### src/rtl/dsp_result_collector.sv
// Rounds, shifts and saturates DSP MAC results, then buffers them in a small
// FIFO behind a valid/ready stream with a sticky drop (overflow) flag.
module dsp_result_collector #(
  parameter int WIDTH      = 16,
  parameter int OUT_WIDTH  = 16,
  parameter int SHIFT_BITS = 5,
  parameter int DEPTH      = 4
) (
  input  logic                     clk,
  input  logic                     rst,
  input  logic [2*WIDTH-1:0]       res_data,
  input  logic                     res_valid,
  input  logic [SHIFT_BITS-1:0]    rnd_shift,
  input  logic                     sat_en,
  input  logic                     clear_ovf,
  output logic [OUT_WIDTH-1:0]     m_data,
  output logic                     m_sat,
  output logic                     m_valid,
  input  logic                     m_ready,
  output logic [$clog2(DEPTH):0]   count,
  output logic                     overflow
);

  localparam int AW = $clog2(DEPTH);
  localparam int TW = 2*WIDTH + 1;
  localparam logic signed [TW-1:0] SAT_MAX = {{(TW-OUT_WIDTH+1){1'b0}}, {(OUT_WIDTH-1){1'b1}}};
  localparam logic signed [TW-1:0] SAT_MIN = {{(TW-OUT_WIDTH+1){1'b1}}, {(OUT_WIDTH-1){1'b0}}};

  logic signed [TW-1:0]  w_ext;
  logic signed [TW-1:0]  w_rnd;
  logic signed [TW-1:0]  w_t;
  logic                  r_s1_valid;
  logic signed [TW-1:0]  r_s1_t;
  logic                  r_s1_sat_en;

  logic [OUT_WIDTH-1:0]  w_wr_data;
  logic                  w_wr_sat;

  logic [OUT_WIDTH-1:0]  r_mem_data [DEPTH];
  logic                  r_mem_sat  [DEPTH];
  logic [AW-1:0]         r_wr_ptr;
  logic [AW-1:0]         r_rd_ptr;
  logic [AW-1:0]         w_rd_ptr_next;
  logic [AW:0]           r_count;
  logic [AW:0]           w_count_next;
  logic                  w_full;
  logic                  w_push;
  logic                  w_pop;
  logic                  w_drop;
  logic [OUT_WIDTH-1:0]  w_head_data;
  logic                  w_head_sat;
  logic [OUT_WIDTH-1:0]  r_m_data;
  logic                  r_m_sat;
  logic                  r_overflow;

  // One extra bit of headroom keeps the round-half-up add from wrapping.
  always_comb begin
    w_ext = {res_data[2*WIDTH-1], res_data};
    w_rnd = '0;
    if (rnd_shift != '0) begin
      w_rnd = TW'(1) << (rnd_shift - 1'b1);
    end
    w_t = (w_ext + w_rnd) >>> rnd_shift;
  end

  always_ff @(posedge clk or posedge rst) begin
    if (rst) begin
      r_s1_valid  <= 1'b0;
      r_s1_t      <= '0;
      r_s1_sat_en <= 1'b0;
    end else begin
      r_s1_valid <= res_valid;
      if (res_valid) begin
        r_s1_t      <= w_t;
        r_s1_sat_en <= sat_en;
      end
    end
  end

  always_comb begin
    w_wr_data = r_s1_t[OUT_WIDTH-1:0];
    w_wr_sat  = 1'b0;
    if (r_s1_sat_en) begin
      if (r_s1_t > SAT_MAX) begin
        w_wr_data = {1'b0, {(OUT_WIDTH-1){1'b1}}};
        w_wr_sat  = 1'b1;
      end else if (r_s1_t < SAT_MIN) begin
        w_wr_data = {1'b1, {(OUT_WIDTH-1){1'b0}}};
        w_wr_sat  = 1'b1;
      end
    end
  end

  assign m_valid = (r_count != '0);
  assign w_full  = (r_count == (AW+1)'(DEPTH));
  assign w_pop   = m_valid && m_ready;
  assign w_push  = r_s1_valid && (!w_full || w_pop);
  assign w_drop  = r_s1_valid && w_full && !w_pop;

  always_comb begin
    w_count_next = r_count;
    if (w_push && !w_pop) begin
      w_count_next = r_count + 1'b1;
    end else if (w_pop && !w_push) begin
      w_count_next = r_count - 1'b1;
    end
    w_rd_ptr_next = r_rd_ptr + AW'(w_pop);
  end

  // The head register must pick up a sample written this cycle when it lands
  // exactly at the next read position (empty FIFO, or last entry popping).
  always_comb begin
    w_head_data = r_mem_data[w_rd_ptr_next];
    w_head_sat  = r_mem_sat[w_rd_ptr_next];
    if (w_push && (r_wr_ptr == w_rd_ptr_next)) begin
      w_head_data = w_wr_data;
      w_head_sat  = w_wr_sat;
    end
  end

  always_ff @(posedge clk) begin
    if (w_push) begin
      r_mem_data[r_wr_ptr] <= w_wr_data;
      r_mem_sat[r_wr_ptr]  <= w_wr_sat;
    end
  end

  always_ff @(posedge clk or posedge rst) begin
    if (rst) begin
      r_wr_ptr   <= '0;
      r_rd_ptr   <= '0;
      r_count    <= '0;
      r_m_data   <= '0;
      r_m_sat    <= 1'b0;
      r_overflow <= 1'b0;
    end else begin
      if (w_push) begin
        r_wr_ptr <= r_wr_ptr + 1'b1;
      end
      r_rd_ptr <= w_rd_ptr_next;
      r_count  <= w_count_next;
      if (w_count_next != '0) begin
        r_m_data <= w_head_data;
        r_m_sat  <= w_head_sat;
      end
      if (w_drop) begin
        r_overflow <= 1'b1;
      end else if (clear_ovf) begin
        r_overflow <= 1'b0;
      end
    end
  end

  assign m_data   = r_m_data;
  assign m_sat    = r_m_sat;
  assign count    = r_count;
  assign overflow = r_overflow;

endmodule

### config.mk
export PLATFORM = sky130hd
export DESIGN_NAME = dsp_result_collector
export DESIGN_NICKNAME = d
export VERILOG_FILES = /design/src/rtl/dsp_result_collector.sv
export SDC_FILE = /design/constraint.sdc
export NUM_CORES = 1
export LEC_CHECK = 0
export ABC_AREA = 0
export CORE_UTILIZATION = 40
export DETAILED_ROUTE_END_ITERATION = 8
export MAX_ROUTING_LAYER = met4
export SYNTH_ARGS = -nofsm -noshare
export SYNTH_HDL_FRONTEND = slang
export SYNTH_SLANG_ARGS = --single-unit
### constraint.sdc
create_clock -name clk -period 3.4 [get_ports clk]
set_clock_uncertainty 0.15 [all_clocks]
set_input_delay 0.51 -clock clk [delete_from_list [all_inputs] [get_ports clk]]
set_output_delay 0.51 -clock clk [all_outputs]
set_load 0.005 [all_outputs]
Yosys cells after proc, flatten, opt, wreduce, memory -nomap -nowiden
Memory sizes are Yosys's and may differ from the RTL's. A register that Yosys moved wholly into a read port is not among the register bits.
Cells that the tools add are included.
Widths: inputs -> output; s select.
- add/subtract/negate cells: 6
- multipliers: 0
- div/mod/pow operators: 0
- order comparisons: 2
- eq/ne operators: 1
- shift operators: 2
- mux-type cells: 13
- bitwise logic cells: 0
- reduce and logical (&&, ||, !) cells: 14
- operators by type and width (cell ; number):
    $mux 16 ; 3
    $add 32x33->33 ; 1
    $gt 33x16->1 const B ; 1
    $lt 33x16->1 const B ; 1
    $mux 33 ; 1
    $shl 1x5->33 const A ; 1
    $sshr 33x5->33 ; 1
    $mux 1 ; 7
    $logic_and 1x1->1 ; 6
    $mux 3 ; 2
    $reduce_bool 3->1 ; 2
    $reduce_bool 5->1 ; 1
    $sub 5x1->5 const B ; 1
    $add 3x1->3 const B ; 1
    $eq 3x3->1 const B ; 1
    $logic_not 1->1 ; 3
    $sub 3x1->3 const B ; 1
    $add 2x1->2 ; 1
    $add 2x1->2 const B ; 1
    $reduce_bool 2->1 ; 1
    $logic_or 1x1->1 ; 1
- register bits: 43
- latch bits: 0
- memory bits (writable): 68
- ROM bits: 0
- logic and storage cells: 47
- memories: 2
- memories (name ; words ; width ; read ports ; clocked after Yosys merged registers in ; wr ports ; line ; text):
    r_mem_data ; 4 ; 16 ; 1 ; 1 ; 1 ; 39 ; logic [OUT_WIDTH-1:0] r_mem_data [DEPTH];
    r_mem_sat ; 4 ; 1 ; 1 ; 1 ; 1 ; 40 ; logic r_mem_sat [DEPTH];

Depth between registers and ports, before layout
- word-level depth: 9
- gate-level depth with buffers: 19
- gate-level depth less buffers: 15

Worst setup path after synthesis
No wires, ideal clock.
- path kind: input -> register
- from: input port rnd_shift[0]
- to: register r_s1_t[1]
- library setup time: 0.126 ns
- arrival: 4.545 ns
- required time: 3.124 ns
- path slack: -1.421 ns
- stages on the path: 16
- path buffers: 3
- cells stage by stage: inv_1 -> buf_1 -> clkbuf_1 -> nand2_1 -> nor3_1 -> ha_1 -> buf_2 -> a21oi_1 -> o21ai_0 -> or3_1 -> or3_1 -> and3_1 -> mux4_2 -> and2_4 -> or2_1 -> a221o_1
- word-level cells in the longest chain between the ends: 5
- elaborated cells on any way between the ends: 6
- those cells by class: add/sub (2); shift (2); mux (1); reduce/logical (1)
- RTL lines (what ; line ; text):
    from (decl) ; 13 ; input logic [SHIFT_BITS-1:0] rnd_shift,
    $sub 5x1->5 ; 61 ; w_rnd = TW'(1) << (rnd_shift - 1'b1);
    $shl 1x5->33 ; 61 ;
    $mux 33 ; 60 ; if (rnd_shift != '0) begin
    $add 32x33->33 ; 63 ; w_t = (w_ext + w_rnd) >>> rnd_shift;
    $sshr 33x5->33 (*) ; 63 ;
    to (signal assigned) ; 74 ; r_s1_t <= w_t;
    to (decl) ; 33 ; logic signed [TW-1:0] r_s1_t;
Mark *: on every way between the ends. The rest lies on a longest branch, timed or not.
A chain may end at the register's enable or synchronous reset.

Worst setup path after layout
Ends and elaborated chain as after synthesis.

==> impl_summary.md <==
Synthesis
After synthesis, the mean cell area works out to approximately 9.3 µm². The primary flip-flop cell chosen by synthesis mapping is sky130_fd_sc_hd__edfxtp_1. Synthesis produced a netlist with a net count of 1119. The flop and latch count out of synthesis is between 100 and 150. The fraction of synthesis flops using an asynchronous set or reset pin is 46.9%. The unique cell type count in the Yosys netlist is 85. By area the synthesized netlist is led by sky130_fd_sc_hd__edfxtp_1 21%, sky130_fd_sc_hd__dfrtp_1 16%, sky130_fd_sc_hd__mux4_2 6.6%. The number of synthesis warnings is 0. The synthesized design devotes to its leading area cell type 21.2% of total area.

The share of the Yosys chip area taken by registers is 36.8%. The biggest area contributor in the post-synthesis netlist is sky130_fd_sc_hd__edfxtp_1. The synthesized cell area is 9620 µm². Synthesis produced a netlist whose cell count is 1035. The count of flip-flops with a built-in enable after synthesis is 68.

Critical path
The startpoint identified for the worst register-to-register timing path is count[0]. The endpoint of the lowest-slack register-to-register path is m_sat. The number of cells on the worst reg-to-reg path is 11. Along the worst path, the maximum fanout reaches 5. The critical path arrival is 3900 ps. The data required time of the worst path is 3550 ps. The launching element type of the critical path is a primary input.

The endpoint type of the worst setup path is a register. The critical path is of the primary input to register type. Tracing the worst setup path back leads to its startpoint at rnd_shift[0].

The reg-to-reg setup timing slack is 570 ps.

Floorplan
The width of the die is 157 µm. The floorplan has 56 rows. The I/O pin count is 65. The die covers 24700 µm². The initial standard-cell utilization of the core is 40.9%. In this run the standard cell core region covers ~24000 µm².

From bottom edge to top edge, the die measures 157 µm.

Detailed routing
The pre-antenna-repair detailed-routing pass consisted of 6 iterations. Using the TritonRoute via totals, the vias-per-cell ratio works out to 5.84. The number of DRC markers in iteration 0 is between 600 and 700. The count of unresolved DRC violations after routing is 0. The post-route antenna net violation count is 0.

The total number of vias is between 9000 and 10000. The per-cell routed wire length is between 15 and 20 µm. The wire length reported by the detailed router is 32200 µm.

Final layout
The share of layout cells above drive strength 1 is 40.4%. The number of nets in the layout is 1401. The area growth from synthesis to final layout is 48.8%. The antenna diode count is 0.

Clock network
The H-tree was split into 4 levels. CTS saw 128 sinks. The largest buffer count on any clock path is 2. The clock edge transition at the registers on the reported setup and hold paths is ~60 ps. The source-to-sink clock delay at the later pin of the worst-skew pair is 420 ps. The clock root buffer is sky130_fd_sc_hd__clkbuf_16. TritonCTS built the clock tree. Clock tree synthesis inserted a total of 17 buffers.

GRT
The residual overflow from global routing is 0. The first global-routing pass estimated 50800 µm of wire. The number of antenna violations at the first check in global routing is 0. The via count of the first global-routing pass came to around 9300. The largest net degree at the start of global routing is 35. Global routing used 27.5% of the available tracks across all layers.

STA
In this run the tightest slew margin relative to its limit is 47.1%. The maximum operating frequency is 267 MHz. Setup violations remaining at the end of the flow were counted as 30. The time the final worst path needs with I/O delays and setup is 3750 ps.

The tightest hold path in the finished design has a slack of 364 ps. The number of endpoints with negative hold slack in the final report was 0. The final-layout setup total negative slack is -7900 ps. The worst path uses 110% of the clock period. The transition time at the pin with the least slew margin is 792 ps. Across all setup checks in the final design, the least slack found is -349 ps. The number of max-slew violations in the final report came to 0.

Setup repair after global routing could not meet its margin everywhere.

Power and ir drop
The worst-case IR drop observed on VDD is 0.472 mV. The power density over cell area is 511 nW/µm². The reported leakage power is between 5 and 6 nW.

Worst hold path
The tightest min-delay check is of the register to register type. The worst hold path startpoint is r_s1_t[24]. The worst hold path terminates at r_s1_t[24].

Along the worst hold path, the cell count comes to 1.

Place
Routability-driven placement finished with a final weighted congestion of ~0.99. The half-perimeter wire length after placement is 24000 µm. OpenSTA, run right after detailed placement, puts the worst setup slack at -1430 ps. The number of buffers inserted by port buffering is 64.

Run status
The flow ran to the end, but the final reports show violations. The checks that failed: setup timing.

Run
The count of maximum capacitance violations is 0.
## cell usage in the layout (no fill, tap or decap), types with 25 or more instances in the layout
cell type / netlist / final
sky130_fd_sc_hd__a21oi_1: 105 / 82
sky130_fd_sc_hd__buf_4: 0 / 247
sky130_fd_sc_hd__clkdlybuf4s50_1: 0 / 56
sky130_fd_sc_hd__dfrtp_1: 60 / 60
sky130_fd_sc_hd__edfxtp_1: 68 / 68
sky130_fd_sc_hd__ha_1: 40 / 26
sky130_fd_sc_hd__mux4_2: 28 / 30
sky130_fd_sc_hd__nand2_1: 108 / 93
sky130_fd_sc_hd__nor2_1: 117 / 104
sky130_fd_sc_hd__o21ai_0: 43 / 25
## critical path, stage by stage
cell and delay (ps):
sky130_fd_sc_hd__buf_8 100, sky130_fd_sc_hd__buf_6 130, sky130_fd_sc_hd__nand2_8 60, sky130_fd_sc_hd__nor3_2 40, sky130_fd_sc_hd__ha_2 180, sky130_fd_sc_hd__fa_2 340, sky130_fd_sc_hd__a21o_1 220, sky130_fd_sc_hd__a221oi_4 350
sky130_fd_sc_hd__buf_4 190, sky130_fd_sc_hd__o22ai_4 80, sky130_fd_sc_hd__or3_4 340, sky130_fd_sc_hd__and3_4 170, sky130_fd_sc_hd__mux4_2 460, sky130_fd_sc_hd__and2_4 160, sky130_fd_sc_hd__or2_4 260, sky130_fd_sc_hd__a221o_1 310
## repair_timing
| item | CTS | global route |
|---|---|---|
| gates resized for setup | 145 | 123 |
| pin swaps | 62 | 56 |
| setup buffers | 20 | 14 |
| hold buffers | 0 | 0 |
| endpoints found under the setup margin | 33 | 33 |
## layout make-up
type	instances	area [µm²]
clock buffer	18	429
tap	319	399
sequential	128	3540
clock inverter	14	141
inverter	26	111
multi-input combinational	806	6830
fill	1959	9230
timing repair buffer	338	2860
## Yosys cell counts, types with 4 or more instances
master and instances:
sky130_fd_sc_hd__nor2_1 117, sky130_fd_sc_hd__a22o_1 4, sky130_fd_sc_hd__clkbuf_1 48, sky130_fd_sc_hd__a31oi_1 11, sky130_fd_sc_hd__mux4_2 28, sky130_fd_sc_hd__mux2i_1 28, sky130_fd_sc_hd__nand2b_1 4, sky130_fd_sc_hd__buf_2 17
sky130_fd_sc_hd__a211o_1 4, sky130_fd_sc_hd__o21ai_0 43, sky130_fd_sc_hd__mux2_2 9, sky130_fd_sc_hd__or3_1 8, sky130_fd_sc_hd__o221ai_1 6, sky130_fd_sc_hd__nor4_1 8, sky130_fd_sc_hd__and3_1 16, sky130_fd_sc_hd__nand2_1 108
sky130_fd_sc_hd__buf_1 9, sky130_fd_sc_hd__o31ai_1 9, sky130_fd_sc_hd__o22ai_1 7, sky130_fd_sc_hd__xnor2_1 20, sky130_fd_sc_hd__nor3_1 23, sky130_fd_sc_hd__edfxtp_1 68, sky130_fd_sc_hd__nand4_1 20, sky130_fd_sc_hd__inv_1 25
sky130_fd_sc_hd__dfrtp_1 60, sky130_fd_sc_hd__o211ai_1 17, sky130_fd_sc_hd__a311oi_1 4, sky130_fd_sc_hd__o21a_1 12, sky130_fd_sc_hd__a21oi_1 105, sky130_fd_sc_hd__and4_1 7, sky130_fd_sc_hd__nand3_1 16, sky130_fd_sc_hd__a211oi_1 13
sky130_fd_sc_hd__and2_1 7, sky130_fd_sc_hd__a221o_1 7, sky130_fd_sc_hd__a21o_1 13, sky130_fd_sc_hd__a221oi_1 7, sky130_fd_sc_hd__o2bb2ai_1 4, sky130_fd_sc_hd__ha_1 40, sky130_fd_sc_hd__xor2_1 15
## registers in the layout (all words and copies together) (netlist names)
| register | count |
|---|---|
| count | 3 |
| r_mem_sat | 4 |
| r_s1_sat_en | 1 |
| m_sat | 1 |
| r_rd_ptr | 2 |
| r_s1_t | 33 |
| r_wr_ptr | 2 |
| m_data | 16 |
| r_mem_data | 64 |
| overflow | 1 |
| r_s1_valid | 1 |
## per-layer routing
layer / vias up / wire length [µm] / track usage, %
li1: 4505 / - / -
met5: - / 0 / -
met3: 64 / 1640 / 3.33
met4: 0 / 1080 / 9.02
met1: 4716 / 14300 / 37.1
met2: 352 / 15200 / 42.9
## where the power goes
group          total (mW)  switching (mW)  internal, mW
Sequential           2.31           0.203          2.11
Combinational        3.25            1.66          1.60
Clock                1.76           0.683          1.07
Total                7.32            2.54          4.78
## worst max path at each step
stage / end / slack [ps] / depth (start not counted)
finish: r_s1_t[1] / -350 / 16
global placement: r_s1_t[17] / -1450 / 17
floorplan: r_s1_t[1] / -730 / 15
global route: r_s1_t[15] / -470 / 19
CTS: r_s1_t[1] / -330 / 17
detailed placement: r_s1_t[3] / -1430 / 16
## kinds of logic (layout without fill, tap and decap cells)
family	after synthesis	in the layout	synth area share (%)
other	1	1	0.0390
multiplexers	67	67	11.1
buffers and inverters	101	396	4.24
AO/OA/AOI/OAI	316	316	22.6
adder cells (fa/ha/maj)	41	41	5.41
AND/OR/NAND/NOR	345	345	16.4
flip-flops	128	128	36.8
XOR/XNOR	36	36	3.36
## per-stage QoR
stage          utilization (%)  cells  instance area [µm²]  total power [mW]
2_1_floorplan                -   1035                 9930              4.16
3_3_place_gp              52.5   1584                12400              5.28
3_5_place_dp              52.5   1584                12400              5.35
4_1_cts                   57.7   1636                13600              7.22
5_1_grt                   60.8   1649                14300              7.74
6_report                  60.8   1649                14300              7.32
(Power assumes the default switching activity.)
